## src/rtl/async_fifo_rd_streamer.sv

```systemverilog
// Read-side burst streamer: pops a counted burst from an async FIFO
// into a 2-entry skid buffer feeding a valid/ready stream.
module async_fifo_rd_streamer #(
  parameter int FIFO_DATA_WIDTH = 8,
  parameter int LEN_WIDTH       = 16
) (
  input  logic                       rclk,
  input  logic                       rrst_n,
  input  logic                       rempty,
  input  logic [FIFO_DATA_WIDTH-1:0] rdata,
  output logic                       rinc,
  input  logic                       start,
  input  logic [LEN_WIDTH-1:0]       burst_len,
  input  logic                       abort,
  output logic                       m_valid,
  output logic [FIFO_DATA_WIDTH-1:0] m_data,
  input  logic                       m_ready,
  output logic                       busy,
  output logic                       done,
  output logic                       aborted,
  output logic [LEN_WIDTH-1:0]       pop_count
);

  typedef enum logic [1:0] {
    IDLE,
    RUN,
    FLUSH,
    DONE
  } state_t;

  state_t                     state;
  state_t                     state_nx;
  logic [LEN_WIDTH-1:0]       remaining;
  logic [FIFO_DATA_WIDTH-1:0] e0;
  logic [FIFO_DATA_WIDTH-1:0] e1;
  logic [1:0]                 occ;
  logic                       take;
  logic                       room;
  logic                       last_pop;

  assign m_valid  = (occ != 2'd0);
  assign m_data   = e0;
  assign take     = m_valid & m_ready;
  assign room     = (occ != 2'd2) | take;
  assign busy     = (state != IDLE);
  assign done     = (state == DONE);
  assign last_pop = rinc & (remaining == LEN_WIDTH'(1));

  // rrst_n gating keeps rinc low while reset is held
  assign rinc = rrst_n & (state == RUN) & ~rempty & ~abort
              & (remaining != '0) & room;

  always_comb begin
    state_nx = state;
    unique case (state)
      IDLE: begin
        if (start)
          state_nx = (burst_len == '0) ? DONE : RUN;
      end
      RUN: begin
        if (abort || last_pop || remaining == '0)
          state_nx = FLUSH;
      end
      FLUSH: begin
        if (occ == 2'd0)
          state_nx = DONE;
      end
      DONE: state_nx = IDLE;
      default: state_nx = IDLE;
    endcase
  end

  always_ff @(posedge rclk) begin
    if (!rrst_n) begin
      state     <= IDLE;
      remaining <= '0;
      pop_count <= '0;
      aborted   <= 1'b0;
    end else begin
      state <= state_nx;
      if (state == IDLE && start) begin
        remaining <= burst_len;
        pop_count <= '0;
        aborted   <= 1'b0;
      end
      if (state == RUN && abort)
        aborted <= 1'b1;
      if (rinc) begin
        remaining <= remaining - LEN_WIDTH'(1);
        pop_count <= pop_count + LEN_WIDTH'(1);
      end
    end
  end

  // e0 is always the oldest word; e1 only holds data when occ==2
  always_ff @(posedge rclk) begin
    if (!rrst_n) begin
      e0  <= '0;
      e1  <= '0;
      occ <= 2'd0;
    end else begin
      unique case ({rinc, take})
        2'b10: begin
          if (occ == 2'd0) e0 <= rdata;
          else             e1 <= rdata;
          occ <= occ + 2'd1;
        end
        2'b01: begin
          e0  <= e1;
          occ <= occ - 2'd1;
        end
        2'b11: begin
          if (occ == 2'd1) begin
            e0 <= rdata;
          end else begin
            e0 <= e1;
            e1 <= rdata;
          end
        end
        default: ;
      endcase
    end
  end

endmodule

```

## config.mk

```make
export PLATFORM = sky130hd
export DESIGN_NAME = async_fifo_rd_streamer
export DESIGN_NICKNAME = d
export VERILOG_FILES = /design/src/rtl/async_fifo_rd_streamer.sv
export SDC_FILE = /design/constraint.sdc
export NUM_CORES = 1
export LEC_CHECK = 0
export ABC_AREA = 1
export BUFFER_PORTS_ARGS = -buffer_cell sky130_fd_sc_hd__buf_4
export CAP_MARGIN = 20
export CORE_ASPECT_RATIO = 1.75
export CORE_MARGIN = 5
export CORE_UTILIZATION = 55
export CTS_CLUSTER_DIAMETER = 40
export CTS_CLUSTER_SIZE = 10
export DETAILED_ROUTE_END_ITERATION = 6
export PLACE_DENSITY = 0.87
export SLEW_MARGIN = 20
export SYNTH_ARGS = -nofsm -noshare
export SYNTH_HDL_FRONTEND = slang
export SYNTH_SLANG_ARGS = --single-unit
```

## constraint.sdc

```tcl
create_clock -name rclk -period 5.4 [get_ports rclk]
set_clock_uncertainty 0.15 [all_clocks]
set_input_delay 0 -clock rclk [delete_from_list [all_inputs] [get_ports rclk]]
set_output_delay 0 -clock rclk [all_outputs]
set_load 0.03 [all_outputs]
```

==> results.toml <==
[global_route]
grt_start_max_net_pins = 37
grt_pass1_wl_microns = 14900
gr-total-overflow = 0
grtUsageTotal = 0.250
grt_pass1_vias = 3589
grt_antenna_before_repair = 0

[floorplan]
die_h_microns = 112
die_w_microns = 68.1
ios = 59
core_area_sq_mm = 0.00583
start_util = 0.557
die-area_sq_mm = 0.00761
rows = 37

[sta]
hold_slack_ns = 0.0961
finalMaxSlewViolations = 0
worstMarginPinSlew_ns = 0.559
grt_setup_unrepaired = "no"
finalSetupViolations = 0
fin_crit_sh = 0.604
finalCriticalPeriod_ns = 3.26
max_freq_mhz = 307
setup_tns_ns = 0
slew_headroom = 0.626
hold_viol = 0

[place]
port_buffers = 58
dp_hpwl_microns = 6270
gp_congestion = 0.897

[setup_path]
cpPeakStageDelay_ns = 0.56
timing.critical_path.max_delay_family = "buffers and inverters"
critPathArrivalTime_ns = 3.37
crit_buf_inv = 4
cpMostUsedCell = "nand2_1"
path_max_fanout = 32
crit_required_ns = 5.51
critPathSlowestCell = "dlygate4sd3_1"
reg2reg_depth = 12
crit_chain = "inv_1, ha_1, inv_2, nand2_1, nand2_1, nand3_4, inv_2, nand2_1, o21ai_0, nand2_1, dlygate4sd3_1, nand2_1"
rr_startpoint = "occ[0]"
criticalPathCategory = "flip-flop to flip-flop"
cp-start-kind = "flip-flop"
regToRegSetupSlack_ns = 2.14
r2r_end = "remaining[8]"
cp-end-kind = "flip-flop"

[yosys]
yosysUniqueCellTypes = 33
synth.avg_cell_area_sq_um = 6.53
synth_nets = 539
synth_seq_cells = 53
syn_area_sq_mm = 0.00325
synthCells = 498
synth-warning-count = 0
ys_seq_area_frac = 0.326

[final_layout]
antenna_cells = 0
seqCellArea_sq_mm = 0.00106
fin_nets = 634
drive_gt1_frac = 0.160
final_cell_mix = "nand2_1 (156), nor2_1 (63), buf_4 (58)"
final_common_cell = "nand2_1"
fillCellCount = 456
multiInputGateArea_sq_mm = 0.00192
area_growth_pct = 30.7

[routing]
vias = 3649
detail-route-antenna-nets = 0
first_pass_iters = 5
drt-initial-drc-count = 233
drc = 0
routed_wl_microns = 9130
wl_per_cell_microns = 13.6
viasPerCell = 5.43

[run]
maxCapViolCount = 0

[clock_network]
cts-resized-gates = 0
cts_tree = "built"
clkLatencyLatePin_ns = 0.31
cts-root-buf = "clkbuf_8"
post_cts_buffers = 0
ctsHtreeMaxLevel = 2
numClockSinks = 53
hold_buffers = 44
cts-buffers-inserted = 5
ctsLongestPathBuffers = 2
cts.clk_slew.worst_paths_ns = 0.10

[min_path]
hold_depth = 5
hp-start = "rempty"
hold_end = "pop_count[0]"
hold_path.class = "input pin to flip-flop"

[power_and_ir_drop]
ir_worst_vdd_mv = 0.286
p_leak_nw = 1.93
p_per_area_mw_per_mm2 = 381
power_mw = 1.62

[run_status]
status = "complete, no violations"
-- tightest hold or removal path: cells and delay by family --
kind	cells	cell delay (ns)
simple gates	3	0.28
compound gates	1	0.13
buf+inv	1	0.10
-- layer usage --
layer / routed length (microns) / vias to the layer above / part of all wire / GRT usage
met3: 509 / 60 / 0.056 / 0.0494
li1: - / 1763 / - / -
met2: 4750 / 163 / 0.52 / 0.454
met1: 3250 / 1663 / 0.36 / 0.228
met5: 0 / - / 0 / 0
met4: 618 / 0 / 0.068 / 0.186
-- area by class of cell --
class / count / area share
clock inverters: 2 / 0.00913
clock buffers: 6 / 0.0171
multi-input cells: 384 / 0.452
flip-flops and latches: 53 / 0.250
well taps: 78 / 0.0230
inverters: 47 / 0.0427
repair buffers: 102 / 0.206
-- cells in the mapped netlist --
cell type | n | area share
nand3b_1 | 2 | 0.0046
nor3_4 | 1 | 0.0050
a22oi_1 | 1 | 0.0023
nand2_1 | 156 | 0.18
nand2_2 | 5 | 0.0096
mux2_2 | 8 | 0.028
dfxtp_1 | 53 | 0.33
nor3_1 | 3 | 0.0046
nor2_4 | 3 | 0.010
or2_2 | 2 | 0.0038
ha_1 | 11 | 0.042
nand3_1 | 53 | 0.082
inv_1 | 40 | 0.046
o21bai_1 | 1 | 0.0023
buf_6 | 3 | 0.010
o21ai_4 | 1 | 0.0050
clkbuf_1 | 2 | 0.0023
clkinv_1 | 1 | 0.0012
o21ai_0 | 24 | 0.037
xor2_1 | 6 | 0.016
a21oi_1 | 30 | 0.046
nor2_1 | 63 | 0.073
buf_4 | 1 | 0.0023
o31ai_1 | 1 | 0.0023
nor2_2 | 1 | 0.0019
inv_4 | 2 | 0.0038
nand2_4 | 2 | 0.0069
inv_2 | 4 | 0.0046
xnor2_1 | 8 | 0.022
nand3_4 | 1 | 0.0054
buf_2 | 6 | 0.0092
o21ai_1 | 1 | 0.0015
buf_1 | 2 | 0.0023
-- where the power goes --
part	internal, mW	total, mW	switching (mW)
clock network	0.139	0.271	0.132
logic	0.327	0.840	0.513
registers	0.452	0.508	0.0551
-- stage by stage --
step,area (sq um),util,cells,worst slack (ns)
global placement,3700,0.634,620,2.88
detailed placement,3700,0.634,620,2.73
CTS,4250,0.728,672,2.17
finish,4250,0.728,672,2.14
global route,4250,0.728,672,1.89
floorplan,3250,-,498,3.31
-- state kept, by name (all words and copies together) (netlist names) --
register,cells
remaining,16
m_data,8
occ,2
pop_count,16
state,2
aborted,1
e1,8
-- logic make-up (layout without fill, tap and decap cells) --
kind of cell | count (synthesis) | count (layout) | share of synthesized area
AOI/OAI and AO/OA | 59 | 59 | 0.0966
DFF | 53 | 53 | 0.326
adders and majority gates | 11 | 11 | 0.0423
muxes | 8 | 8 | 0.0277
xor gates and xnor gates | 14 | 14 | 0.0377
buffers and inverters | 61 | 157 | 0.0824
and+or+nand+nor | 292 | 292 | 0.387
-- worst max path at each step --
stage	start	to	cells past startpoint
after floorplan	occ[0]	pop_count[13]	10
after global placement	occ[0]	occ[0]	10
after detailed placement	occ[0]	occ[0]	10
after CTS	occ[0]	remaining[8]	12
after global routing	occ[0]	remaining[8]	12
final	occ[0]	remaining[8]	12
(Power assumes the default switching activity.)
